**config.mk**
```make
export PLATFORM = sky130hd
export DESIGN_NAME = writeback_arbiter
export DESIGN_NICKNAME = d
export VERILOG_FILES = /design/src/rtl/writeback_arbiter_pkg.sv /design/src/rtl/wb_result_fifo.sv /design/src/rtl/writeback_arbiter.sv
export SDC_FILE = /design/constraint.sdc
export NUM_CORES = 1
export LEC_CHECK = 0
export ABC_CLOCK_PERIOD_IN_PS = 2620
export CAP_MARGIN = 10
export CORE_MARGIN = 2
export CORE_UTILIZATION = 35
export CTS_BUF_LIST = sky130_fd_sc_hd__clkbuf_8
export DETAILED_ROUTE_END_ITERATION = 12
export PLACE_DENSITY = 0.52
export SYNTH_ARGS = -nofsm -noshare
export SYNTH_HDL_FRONTEND = slang
export SYNTH_SLANG_ARGS = --single-unit
export TNS_END_PERCENT = 1
```
**constraint.sdc**
```tcl
create_clock -name clk -period 2.62 [get_ports clk]
set_clock_uncertainty 0.15 [all_clocks]
set_input_delay 0.524 -clock clk [delete_from_list [all_inputs] [get_ports clk]]
set_output_delay 0.524 -clock clk [all_outputs]
set_load 0.05 [all_outputs]
```
**src/rtl/writeback_arbiter_pkg.sv**
```systemverilog
// Shared types for the write-back arbiter: result bundles,
// source indices and the dispatcher write-port layout.
package writeback_arbiter_pkg;

    localparam int WB_SRC_ALU     = 0;
    localparam int WB_SRC_LSU     = 1;
    localparam int NUM_WB_SOURCES = 2;

    typedef enum logic {
        SRC_ALU = 1'(WB_SRC_ALU),
        SRC_LSU = 1'(WB_SRC_LSU)
    } wb_src_e;

    typedef struct packed {
        logic [4:0]  rd;
        logic [31:0] data;
    } wb_result_t;

    typedef struct packed {
        logic        wr_en;
        logic [4:0]  rd;
        logic [31:0] wr_data;
    } wb_dispatcher_inf_t;

    // x0 writes still retire (scoreboard must clear) but carry zero data
    function automatic wb_dispatcher_inf_t wb_make_write(
        input wb_result_t r
    );
        wb_dispatcher_inf_t w;
        w.wr_en   = 1'b1;
        w.rd      = r.rd;
        w.wr_data = (r.rd == 5'd0) ? 32'd0 : r.data;
        return w;
    endfunction

    function automatic wb_src_e wb_other_src(input wb_src_e s);
        return (s == SRC_ALU) ? SRC_LSU : SRC_ALU;
    endfunction

endpackage

```
**src/rtl/wb_result_fifo.sv**
```systemverilog
// Small per-source result queue. Push and pop may
// happen in the same cycle; pointers wrap naturally.
module wb_result_fifo
    import writeback_arbiter_pkg::*;
#(
    parameter int FIFO_DEPTH = 2
) (
    input  logic                        clk,
    input  logic                        rst_n,
    input  logic                        push,
    input  logic                        pop,
    input  wb_result_t                  din,
    output wb_result_t                  dout,
    output logic                        empty,
    output logic                        full,
    output logic [$clog2(FIFO_DEPTH):0] count
);

    localparam int PW = $clog2(FIFO_DEPTH);

    wb_result_t    mem_q [FIFO_DEPTH];
    wb_result_t    mem_d [FIFO_DEPTH];
    logic [PW-1:0] wr_ptr_q;
    logic [PW-1:0] wr_ptr_d;
    logic [PW-1:0] rd_ptr_q;
    logic [PW-1:0] rd_ptr_d;
    logic [PW:0]   count_q;
    logic [PW:0]   count_d;

    // Next-state for storage, pointers and occupancy
    always_comb begin
        mem_d    = mem_q;
        wr_ptr_d = wr_ptr_q;
        rd_ptr_d = rd_ptr_q;
        count_d  = count_q;
        if (push) begin
            mem_d[wr_ptr_q] = din;
            wr_ptr_d        = wr_ptr_q + 1'b1;
        end
        if (pop) begin
            rd_ptr_d = rd_ptr_q + 1'b1;
        end
        unique case ({push, pop})
            2'b10:   count_d = count_q + 1'b1;
            2'b01:   count_d = count_q - 1'b1;
            default: count_d = count_q;
        endcase
    end

    // Queue state registers, emptied on reset
    always_ff @(posedge clk or negedge rst_n) begin
        if (!rst_n) begin
            for (int i = 0; i < FIFO_DEPTH; i++) begin
                mem_q[i] <= '0;
            end
            wr_ptr_q <= '0;
            rd_ptr_q <= '0;
            count_q  <= '0;
        end else begin
            mem_q    <= mem_d;
            wr_ptr_q <= wr_ptr_d;
            rd_ptr_q <= rd_ptr_d;
            count_q  <= count_d;
        end
    end

    assign dout  = mem_q[rd_ptr_q];
    assign empty = (count_q == '0);
    assign full  = (count_q == (PW+1)'(FIFO_DEPTH));
    assign count = count_q;

endmodule

```
**src/rtl/writeback_arbiter.sv**
```systemverilog
// Merges ALU and LSU results into one registered
// register-file write per cycle, queueing collisions.
module writeback_arbiter
    import writeback_arbiter_pkg::*;
#(
    parameter int FIFO_DEPTH   = 2,
    parameter int LSU_PRIORITY = 0
) (
    input  logic        clk,
    input  logic        rst_n,
    input  logic        alu_wb_valid,
    output logic        alu_wb_ready,
    input  logic [4:0]  alu_wb_rd,
    input  logic [31:0] alu_wb_data,
    input  logic        lsu_wb_valid,
    output logic        lsu_wb_ready,
    input  logic [4:0]  lsu_wb_rd,
    input  logic [31:0] lsu_wb_data,
    output logic [37:0] wb_dispatcher_inf,
    output logic        wb_pending
);

    localparam int CW = $clog2(FIFO_DEPTH) + 1;

    logic               ready_en_q;
    logic               ready_en_d;
    wb_src_e            rr_ptr_q;
    wb_src_e            rr_ptr_d;
    wb_dispatcher_inf_t wb_q;
    wb_dispatcher_inf_t wb_d;

    wb_result_t         alu_in;
    wb_result_t         lsu_in;
    wb_result_t         alu_head;
    wb_result_t         lsu_head;
    wb_result_t         alu_cand;
    wb_result_t         lsu_cand;

    logic               alu_empty;
    logic               alu_full;
    logic               lsu_empty;
    logic               lsu_full;
    logic [CW-1:0]      alu_count;
    logic [CW-1:0]      lsu_count;

    logic               alu_acc;
    logic               lsu_acc;
    logic               alu_cand_v;
    logic               lsu_cand_v;
    logic               contested;
    logic               grant_alu;
    logic               grant_lsu;
    logic               alu_push;
    logic               alu_pop;
    logic               lsu_push;
    logic               lsu_pop;

    assign alu_in = '{rd: alu_wb_rd, data: alu_wb_data};
    assign lsu_in = '{rd: lsu_wb_rd, data: lsu_wb_data};

    // Readys come only from registered state; held low
    // until the first edge after reset release
    assign alu_wb_ready = ready_en_q & ~alu_full;
    assign lsu_wb_ready = ready_en_q & ~lsu_full;

    // Candidate per source: queue head, else live bypass
    always_comb begin
        alu_acc    = alu_wb_valid & alu_wb_ready;
        lsu_acc    = lsu_wb_valid & lsu_wb_ready;
        alu_cand_v = ~alu_empty | alu_acc;
        lsu_cand_v = ~lsu_empty | lsu_acc;
        alu_cand   = alu_empty ? alu_in : alu_head;
        lsu_cand   = lsu_empty ? lsu_in : lsu_head;
        contested  = alu_cand_v & lsu_cand_v;
    end

    // Pick one winner; ties by fixed priority or rr_ptr
    always_comb begin
        grant_alu = 1'b0;
        grant_lsu = 1'b0;
        unique case (1'b1)
            contested: begin
                if (LSU_PRIORITY != 0) begin
                    grant_lsu = 1'b1;
                end else if (rr_ptr_q == SRC_LSU) begin
                    grant_lsu = 1'b1;
                end else begin
                    grant_alu = 1'b1;
                end
            end
            alu_cand_v & ~lsu_cand_v: grant_alu = 1'b1;
            lsu_cand_v & ~alu_cand_v: grant_lsu = 1'b1;
            default: ;
        endcase
    end

    // Queue control: winning head pops, losing input pushes
    always_comb begin
        alu_pop  = grant_alu & ~alu_empty;
        lsu_pop  = grant_lsu & ~lsu_empty;
        alu_push = alu_acc & ~(grant_alu & alu_empty);
        lsu_push = lsu_acc & ~(grant_lsu & lsu_empty);
    end

    // Next-state for pointer, ready enable and write port
    always_comb begin
        ready_en_d = 1'b1;
        rr_ptr_d   = rr_ptr_q;
        wb_d       = wb_q;
        wb_d.wr_en = 1'b0;
        if (contested) begin
            rr_ptr_d = wb_other_src(rr_ptr_q);
        end
        if (grant_lsu) begin
            wb_d = wb_make_write(lsu_cand);
        end else if (grant_alu) begin
            wb_d = wb_make_write(alu_cand);
        end
    end

    // Arbiter state; reset discards the pending write
    always_ff @(posedge clk or negedge rst_n) begin
        if (!rst_n) begin
            ready_en_q <= 1'b0;
            rr_ptr_q   <= SRC_ALU;
            wb_q       <= '0;
        end else begin
            ready_en_q <= ready_en_d;
            rr_ptr_q   <= rr_ptr_d;
            wb_q       <= wb_d;
        end
    end

    wb_result_fifo #(
        .FIFO_DEPTH (FIFO_DEPTH)
    ) u_alu_fifo (
        .clk   (clk),
        .rst_n (rst_n),
        .push  (alu_push),
        .pop   (alu_pop),
        .din   (alu_in),
        .dout  (alu_head),
        .empty (alu_empty),
        .full  (alu_full),
        .count (alu_count)
    );

    wb_result_fifo #(
        .FIFO_DEPTH (FIFO_DEPTH)
    ) u_lsu_fifo (
        .clk   (clk),
        .rst_n (rst_n),
        .push  (lsu_push),
        .pop   (lsu_pop),
        .din   (lsu_in),
        .dout  (lsu_head),
        .empty (lsu_empty),
        .full  (lsu_full),
        .count (lsu_count)
    );

    assign wb_dispatcher_inf = wb_q;
    assign wb_pending = (alu_count != '0) | (lsu_count != '0)
                      | wb_q.wr_en;

endmodule

```
==> impl_metrics.tcl, run 1 <==
set metrics [dict create \
    status "finished, final reports clean" \
    h-tree-depth 4 \
    critPathLaunchType "register" \
    timing.critical_path.cells "nor2_4 -> buf_6 -> nand3b_1 -> buf_4" \
    synthCells 763 \
    synth.net_count 843 \
    worstPathArrival_ns 1.79 \
    drc 0 \
    postRouteAntennaNets 0 \
    most_frequent_standard_cell_in_the_layout_excluding_fill_and_tap_cells "sky130_fd_sc_hd__dfrtp_1" \
    dpl.hpwl_um 15950 \
    swShare 0.4210 \
    setup.worst_path.class "reg -> out" \
    nFillCells 2477 \
    die_area_um2 27800 \
    timing_hold_violations_final 0 \
    cts_inserted_buffers 17 \
    clock_sinks 196 \
    overflow 0 \
    grt_pass1_vias 6478 \
    postSynth.topFlopCell "sky130_fd_sc_hd__dfrtp_1" \
    place_worst_setup_slack_ns -0.004420 \
    avgRoutedWirePerCell_um 18.57 \
    placed_area_um2 11120 \
    num_antenna_cells 0 \
    drt_first_pass_iters 4 \
    setup_viol 0 \
    timing.final.max_slew_violations 0 \
    path_buf_inv 2 \
    buffer_ports.inserted 118 \
    share_of_flip_flops_with_an_asynchronous_set_or_reset_after_synthesis 1.000 \
    cp_num_cells 4 \
    ys_warnings 0 \
    internal_power_uw 8976 \
    hold-path-endpoint "u_alu_fifo.mem_q[54]" \
    post_route_cells_drive_above_1_share 0.2150 \
    ys_ff_latch 196 \
    initial_core_util 0.3557 \
    setup.reg_to_reg.worst_slack_ns 0.27 \
    ctsRootBufferMaster "sky130_fd_sc_hd__clkbuf_8" \
    clk_latency_ns 0.48 \
    synth_largest_area_cell "sky130_fd_sc_hd__dfrtp_1" \
    antenna_found_initial 0 \
    synthDistinctLibCells 36 \
    layout.cells.non_filler 1242 \
    tritoncts "yes" \
    class_of_the_tightest_hold_or_removal_check "reg -> reg" \
    rr_worst_depth 6 \
    grt_util_all_layers 0.1710 \
    portion_of_total_power_attributed_to_the_clock_network 0.130 \
    grt_start_max_net_pins 49 \
    power.share.sequential 0.353 \
    synth_seq_area_share 0.5292 \
    rsz0062_at_grt "no" \
    fmax_ghz 0.4064 \
    grt_pass1_wl_um 37520 \
    min_period_ns 2.461 \
    maximum_ir_drop_on_the_vdd_rail_mv 0.6596 \
    critical_path.reg2reg.startpoint "u_lsu_fifo.count[1]" \
    numPlacedInstances 1203 \
    worst_setup_hold_path_clk_slew_ns 0.12 \
    clockBufferDepth 2 \
    area_growth_pct 24.89 \
    power_switching_uw 6526 \
    die_h_um 166.7 \
    routabilityCongestion 0.7261 \
    max_slew_margin 0.6155 \
    mappedNetlistArea_um2 9269 \
    worst_slew_pin_slew_ns 0.5766 \
    cp-end-kind "output port" \
    syn_area_per_cell_um2 12.15 \
    vias_per_cell 5.069 \
    floorplan.die.width_um 166.7 \
    pin_count 119 \
    std_cell_rows 59 \
    post-route-worst-setup-slack_ns 0.1593 \
    slowest_stage "sky130_fd_sc_hd__dfrtp_1" \
    power.total_uw 15500 \
    post-route-period-util 0.9392 \
    total_leakage_power_uw 0.004841 \
    hold_path_depth 1 \
    comb_power_share 0.518 \
    detail_route.wirelength_um 23070 \
    maxCapViolCount 0 \
    core_um2 26060 \
    via_total_after_detailed_routing 6296 \
    critical-path-max-stage-delay_ns 0.52 \
    pwr_density_cell_nw_per_um2 1339 \
    drt_iter0_drc 282 \
    synth-edff-count 0 \
    hold_path.startpoint "u_alu_fifo.mem_q[54]" \
    final_net_count 974 \
    synth_top_area_share 0.5292 \
    timing.critical_path.required_ns 1.95 \
    synthTopCellsByArea "sky130_fd_sc_hd__dfrtp_1, sky130_fd_sc_hd__mux2_2, sky130_fd_sc_hd__mux2i_1" \
    timing.rr.end "wb_dispatcher_inf[24]" \
    most-common-layout-cells "sky130_fd_sc_hd__dfrtp_1, sky130_fd_sc_hd__clkdlybuf4s50_1, sky130_fd_sc_hd__mux2_2" \
    finish.instance_area_um2 11580 \
    cp_top_family "flip-flops" \
    timing.critical_path.fanout_max 25 \
]
[state kept, by name (all words and copies together), names as in the netlist]
name / count
u_lsu_fifo.mem_q: 74
rr_ptr_q: 1
u_alu_fifo.wr_ptr_q: 1
u_lsu_fifo.rd_ptr_q: 1
u_lsu_fifo.wr_ptr_q: 1
u_alu_fifo.count: 2
ready_en_q: 1
u_lsu_fifo.count: 2
u_alu_fifo.rd_ptr_q: 1
u_alu_fifo.mem_q: 74
wb_dispatcher_inf: 38
[cells in the mapped netlist, drive strengths merged, types with 2 or more instances]
master and number:
buf 26, a21oi 32, mux2i 74, nor2 76, a21boi 2, clkbuf 26, xor2 5, inv 4
o221ai 4, mux2 156, o21ai 36, or2 2, nand4 2, nand2 38, dfrtp 196, nor2b 2
o211ai 33, xnor2 6, ha 2, a211oi 34
[routing by layer]
| metal | vias to the layer above | track usage | share of wire |
|---|---|---|---|
| met3 | 8 | 0.03351 | 0.033 |
| met2 | 107 | 0.2797 | 0.48 |
| met1 | 3169 | 0.2385 | 0.48 |
| met4 | 0 | 0.03261 | 0.0068 |
| met5 | - | 0 | 0 |
| li1 | 3012 | - | - |
[metrics by stage]
| step | utilization | hold slack, ns | setup TNS (ns) |
|---|---|---|---|
| 3_5_place_dp | 0.4266 | 0.3220 | -0.004420 |
| 3_3_place_gp | 0.4266 | 0.3158 | 0 |
| 5_1_grt | 0.4442 | 0.3579 | 0 |
| 4_1_cts | 0.4422 | 0.3474 | 0 |
| 2_1_floorplan | - | 0.07841 | -4.552 |
| 6_report | 0.4442 | 0.3424 | 0 |
[how the worst max path moves through the flow]
stage	to	slack (ns)	start
2_1_floorplan	u_lsu_fifo.mem_q[38]	-0.15	u_lsu_fifo.count[0]
3_3_place_gp	u_alu_fifo.mem_q[51]	0.03	lsu_wb_valid
3_5_place_dp	u_alu_fifo.mem_q[57]	-0.004	lsu_wb_valid
4_1_cts	wb_pending	0.03	u_alu_fifo.count[1]
5_1_grt	wb_pending	0.05	u_alu_fifo.count[0]
6_report	wb_pending	0.16	u_alu_fifo.count[0]
[final cells by class]
class | instances | area [µm²] | share of cell area
Sequential cell | 196 | 4907 | 0.4239
Clock buffer | 18 | 247.7 | 0.02140
Clock inverter | 14 | 146.4 | 0.01265
Inverter | 4 | 15.01 | 0.001297
Timing Repair Buffer | 164 | 1699 | 0.1468
Multi-Input combinational cell | 511 | 4141 | 0.3578
Tap cell | 335 | 419.2 | 0.03621
[kinds of logic (layout without fill, tap and decap cells)]
kind of cell,Yosys count,in the layout,synth area share
AO/OA/AOI/OAI,145,145,0.1043
multiplexers,230,230,0.2694
other,1,1,0.0004046
flip-flops,196,196,0.5292
AND/OR/NAND/NOR,122,122,0.05440
adder cells (fa/ha/maj),2,2,0.002699
buffers and inverters,56,200,0.02916
XOR/XNOR,11,11,0.01039
[what timing repair did]
item,4_1_cts,5_1_grt
hold buffers,1,0
setup endpoints to repair,1,1
setup buffers,0,5
gates resized for setup,1,0
pin swaps,0,1
hold endpoints to repair,43,0
[power groups by stage]
stage / clock (µW) / sequential (µW) / combinational [µW]
2_1_floorplan: 0 / 6180 / 4720
3_3_place_gp: 0 / 5530 / 7930
3_5_place_dp: 0 / 5550 / 8030
4_1_cts: 2080 / 5480 / 8080
5_1_grt: 2190 / 5680 / 8800
6_report: 2010 / 5470 / 8020
Note: power is estimated with default switching activity, not from simulation.
==> run 2: changes to the inputs <==
SETUP_SLACK_MARGIN = 0.15   (was default)
==> impl_metrics.tcl, run 2 (same netlist as run 1, synthesis figures left out) <==
set metrics [dict create \
    fmax_ghz 0.4180 \
    post_route_cells_drive_above_1_share 0.2137 \
    buffer_ports.inserted 118 \
    clock_sinks 196 \
    num_antenna_cells 0 \
    detail_route.wirelength_um 23010 \
    min_period_ns 2.393 \
    drc 0 \
    place_worst_setup_slack_ns -0.004420 \
    total_leakage_power_uw 0.004816 \
    cp-end-kind "output port" \
    maximum_ir_drop_on_the_vdd_rail_mv 0.6580 \
    dr_wl_met3_um 716 \
    placed_area_um2 11120 \
    status "finished, final reports clean" \
    slowest_stage "sky130_fd_sc_hd__clkdlybuf4s50_1" \
    critical-path-max-stage-delay_ns 0.82 \
    clk_latency_ns 0.48 \
    max_slew_margin 0.6102 \
    critPathLaunchType "register" \
    worstPathArrival_ns 1.72 \
    path_buf_inv 1 \
    dpl.hpwl_um 15950 \
    setup_viol 0 \
    ctsRootBufferMaster "sky130_fd_sc_hd__clkbuf_8" \
    timing.critical_path.required_ns 1.95 \
    via_total_after_detailed_routing 6301 \
    met1Wirelength_um 11090 \
    vias_per_cell 5.090 \
    timing.critical_path.fanout_max 2 \
    finish.instance_area_um2 11550 \
    timing_hold_violations_final 0 \
    floorplan.die.width_um 166.7 \
    final_util 0.4433 \
    class_of_the_tightest_hold_or_removal_check "reg -> reg" \
    cts_inserted_buffers 17 \
    core_um2 26060 \
    clockBufferDepth 2 \
    most-common-layout-cells "sky130_fd_sc_hd__dfrtp_1, sky130_fd_sc_hd__clkdlybuf4s50_1, sky130_fd_sc_hd__mux2_2" \
    rsz0062_at_grt "yes" \
    most_frequent_standard_cell_in_the_layout_excluding_fill_and_tap_cells "sky130_fd_sc_hd__dfrtp_1" \
    area_growth_pct 24.62 \
    pwr_density_cell_nw_per_um2 1338 \
    overflow 0 \
    worst_setup_hold_path_clk_slew_ns 0.12 \
    antenna_found_initial 0 \
    met2_length_um 11090 \
    tritoncts "yes" \
    postRouteAntennaNets 0 \
    routabilityCongestion 0.7261 \
    post-route-worst-setup-slack_ns 0.2274 \
    drt_iter0_drc 321 \
    worst_slew_pin_slew_ns 0.5847 \
    timing.final.max_slew_violations 0 \
    layout.cells.non_filler 1238 \
    nFillCells 2474 \
    maxCapViolCount 0 \
    die_h_um 166.7 \
    grt_util_all_layers 0.1713 \
    drt_first_pass_iters 4 \
    grt_pass1_vias 6479 \
    initial_core_util 0.3557 \
    cp_top_family "buffers and inverters" \
    std_cell_rows 59 \
    top_layer_used "met4" \
    post-route-period-util 0.9132 \
    grt_start_max_net_pins 49 \
    timing.critical_path.cells "clkdlybuf4s50_1" \
    grt_pass1_wl_um 37580 \
    h-tree-depth 4 \
    final_net_count 970 \
    avgRoutedWirePerCell_um 18.59 \
    pin_count 119 \
    setup.worst_path.class "reg -> out" \
    die_area_um2 27800 \
    numPlacedInstances 1203 \
]
==> run 2: area by class of cell <==
cell class | instances | area [µm²] | share of cell area
Sequential cell | 196 | 4908 | 0.4249
Multi-Input combinational cell | 511 | 4145 | 0.3589
Timing Repair Buffer | 160 | 1669 | 0.1445
Tap cell | 335 | 419.2 | 0.03629
Clock buffer | 18 | 247.7 | 0.02145
Clock inverter | 14 | 146.4 | 0.01267
Inverter | 4 | 15.01 | 0.001300
==> run 2: per-stage QoR <==
stage	power, µW	setup TNS, ns	hold WS, ns
after global routing	16640	0	0.3579
after floorplan	10900	-4.552	0.07841
after global placement	13460	0	0.3158
final	15450	0	0.3424
after CTS	15650	0	0.3474
after detailed placement	13580	-0.004420	0.3220
==> run 2: final timing paths <==
| check | startpoint | to | slack (ns) | cells after the start |
|---|---|---|---|---|
| setup / recovery | wb_dispatcher_inf[1] | wb_dispatcher_inf[1] | 0.23 | 1 |
| hold / removal | u_alu_fifo.mem_q[50] | u_alu_fifo.mem_q[50] | 0.34 | 1 |
| setup reg to reg | u_lsu_fifo.count[1] | wb_dispatcher_inf[24] | 0.31 | 6 |
| hold reg to reg | u_alu_fifo.mem_q[50] | u_alu_fifo.mem_q[50] | 0.34 | 1 |
| max in group asynchronous | rst_n | u_lsu_fifo.mem_q[57] | 1.23 | 3 |
| min in group asynchronous | rst_n | wb_dispatcher_inf[23] | 0.37 | 2 |
==> run 2: metal layers <==
layer	track usage	vias to the layer above
li1	-	3004
met1	0.2394	3184
met2	0.2797	107
met3	0.03351	6
met4	0.03261	0
met5	0	-
==> run 2: what timing repair did <==
item	CTS	global route
setup buffers	1	0
resized for setup	1	2
endpoints found under the setup margin	2	2
hold endpoints to repair	43	0
hold buffers	1	0
pin swaps	1	0
==> run 2: power breakdown <==
part / switching (µW) / leakage [µW] / total [µW] / internal [µW]
logic: 4370 / 0.00227 / 7980 / 3610
registers: 883 / 0.00235 / 5470 / 4590
clock network: 1250 / 0.000201 / 2000 / 754
==> run 3: changes to the inputs <==
CELL_PAD_IN_SITES_DETAIL_PLACEMENT = 1   (was default)
CELL_PAD_IN_SITES_GLOBAL_PLACEMENT = 2   (was default)
CORE_UTILIZATION = 34   (was 35)
PLACE_DENSITY = 0.7   (was 0.52)
SLEW_MARGIN = 30   (was default)
==> impl_metrics.tcl, run 3 (same netlist as run 1, synthesis figures left out) <==
set metrics [dict create \
    via_total_after_detailed_routing 6551 \
    clk_latency_ns 0.47 \
    max_slew_margin 0.5574 \
    vias_per_cell 5.253 \
    ctsRootBufferMaster "sky130_fd_sc_hd__clkbuf_8" \
    comb_power_share 0.518 \
    h-tree-depth 4 \
    tritoncts "yes" \
    rsz0062_at_grt "yes" \
    pin_count 119 \
    timing.rr.end "wb_dispatcher_inf[4]" \
    multiInputGateArea_um2 4161 \
    worstPathArrival_ns 1.71 \
    timing.critical_path.fanout_max 9 \
    post-route-period-util 0.9109 \
    setup.reg_to_reg.worst_slack_ns 0.30 \
    avgRoutedWirePerCell_um 21.33 \
    floorplan.die.width_um 169.1 \
    total_leakage_power_uw 0.004824 \
    setup.worst_path.class "reg -> out" \
    swShare 0.4226 \
    postRouteAntennaNets 0 \
    worst_slew_pin_slew_ns 0.6639 \
    clock_sinks 196 \
    portion_of_total_power_attributed_to_the_clock_network 0.134 \
    hold_slack_ns 0.3490 \
    nFillCells 2823 \
    most-common-layout-cells "sky130_fd_sc_hd__dfrtp_1, sky130_fd_sc_hd__clkdlybuf4s50_1, sky130_fd_sc_hd__mux2_2" \
    area_growth_pct 25.46 \
    hold_path_depth 1 \
    finish.instance_area_um2 11630 \
    setup_viol 0 \
    grt_pass1_vias 7417 \
    grt_util_all_layers 0.1921 \
    std_cell_rows 60 \
    buffer_ports.inserted 118 \
    routabilityCongestion 0.7964 \
    most_frequent_standard_cell_in_the_layout_excluding_fill_and_tap_cells "sky130_fd_sc_hd__dfrtp_1" \
    overflow 0 \
    drc 0 \
    die_area_um2 28600 \
    core_um2 26880 \
    rr_worst_depth 7 \
    clockBufferDepth 2 \
    drt_iter0_drc 224 \
    grt_start_max_net_pins 75 \
    drt_first_pass_iters 4 \
    antenna_found_initial 1 \
    final_util 0.4327 \
    power_switching_uw 6748 \
    grt_pass1_wl_um 42300 \
    maximum_ir_drop_on_the_vdd_rail_mv 0.5768 \
    worst_setup_hold_path_clk_slew_ns 0.11 \
    dpl.hpwl_um 18250 \
    fmax_ghz 0.4190 \
    die_h_um 169.1 \
    maxCapViolCount 0 \
    cp-end-kind "output port" \
    timing.critical_path.required_ns 1.95 \
    cts_inserted_buffers 17 \
    detail_route.wirelength_um 26600 \
    final_net_count 973 \
    post_route_cells_drive_above_1_share 0.2199 \
    min_period_ns 2.386 \
    hold-path-endpoint "u_alu_fifo.mem_q[48]" \
    placed_area_um2 11140 \
    initial_core_util 0.3449 \
    internal_power_uw 9222 \
    status "finished, final reports clean" \
    timing.final.max_slew_violations 0 \
    critical_path.reg2reg.startpoint "u_alu_fifo.count[0]" \
    pwr_density_cell_nw_per_um2 1373 \
    power.total_uw 15970 \
    timing_hold_violations_final 0 \
    class_of_the_tightest_hold_or_removal_check "reg -> reg" \
    critPathLaunchType "register" \
    seq_area_um2 4908 \
    power.share.sequential 0.348 \
    hold_path.startpoint "u_alu_fifo.mem_q[48]" \
]
run 3: changes by cell type in the layout (fill, tap and decap cells not counted), sizes merged, moves of 2 or more:
cell,previous run,this run
clkinvlp,1,3
buf,44,47
bufinv,0,3
inv,16,12
run 3: critical path: stages (launching register included):
cell	delay, ns
sky130_fd_sc_hd__dfrtp_1	0.53
sky130_fd_sc_hd__nor2_4	0.23
sky130_fd_sc_hd__buf_4	0.20
sky130_fd_sc_hd__nand3b_1	0.08
sky130_fd_sc_hd__buf_4	0.20
run 3: metal layers:
metal	up-vias	GRT usage	share of wire	wire, µm
li1	3004	-	-	-
met1	3421	0.2500	0.46	12150
met2	100	0.3361	0.51	13460
met3	26	0.02665	0.021	555
met4	0	0.05277	0.016	435
met5	-	0	0	0
run 3: worst max-delay path by stage:
| stage | slack, ns | start | depth (start not counted) | end |
|---|---|---|---|---|
| finish | 0.23 | u_alu_fifo.count[0] | 4 | wb_pending |
| floorplan | -0.15 | u_lsu_fifo.count[0] | 6 | u_lsu_fifo.mem_q[38] |
| global placement | -0.02 | alu_wb_valid | 7 | u_lsu_fifo.mem_q[51] |
| global route | 0.13 | u_alu_fifo.count[0] | 4 | wb_pending |
| detailed placement | -0.07 | alu_wb_valid | 7 | u_lsu_fifo.mem_q[42] |
| CTS | 0.11 | u_lsu_fifo.count[0] | 6 | wb_dispatcher_inf[15] |
run 3: power by group through the flow:
stage / registers, µW / logic, µW / clock network (µW)
6_report: 5560 / 8270 / 2140
5_1_grt: 5750 / 9040 / 2340
4_1_cts: 5550 / 8340 / 2200
3_5_place_dp: 5620 / 8300 / 0
3_3_place_gp: 5460 / 7980 / 0
2_1_floorplan: 6180 / 4720 / 0
run 3: layout make-up:
type                       instances  share of cell area
sequential                       196              0.4221
multi-input combinational        511              0.3579
timing repair buffer             163              0.1456
tap                              341             0.03669
clock buffer                      17             0.02012
clock inverter                    14             0.01614
inverter                           4            0.001291
antenna                            1           0.0002152
run 3: what timing repair did:
item / 4_1_cts / 5_1_grt
hold buffers: 1 / 0
pin swaps: 0 / 1
endpoints found under the hold margin: 68 / 0
resized for setup: 4 / 5
setup buffers: 0 / 4
setup endpoints to repair: 6 / 28
run 3: through the flow:
stage | TNS (ns) | worst slack, ns | cells
2_1_floorplan | -4.552 | -0.1487 | 763
3_5_place_dp | -4.289 | -0.06581 | 1210
5_1_grt | 0 | 0.1314 | 1247
4_1_cts | 0 | 0.1090 | 1242
6_report | 0 | 0.2336 | 1247
3_3_place_gp | -0.6813 | -0.01957 | 1210
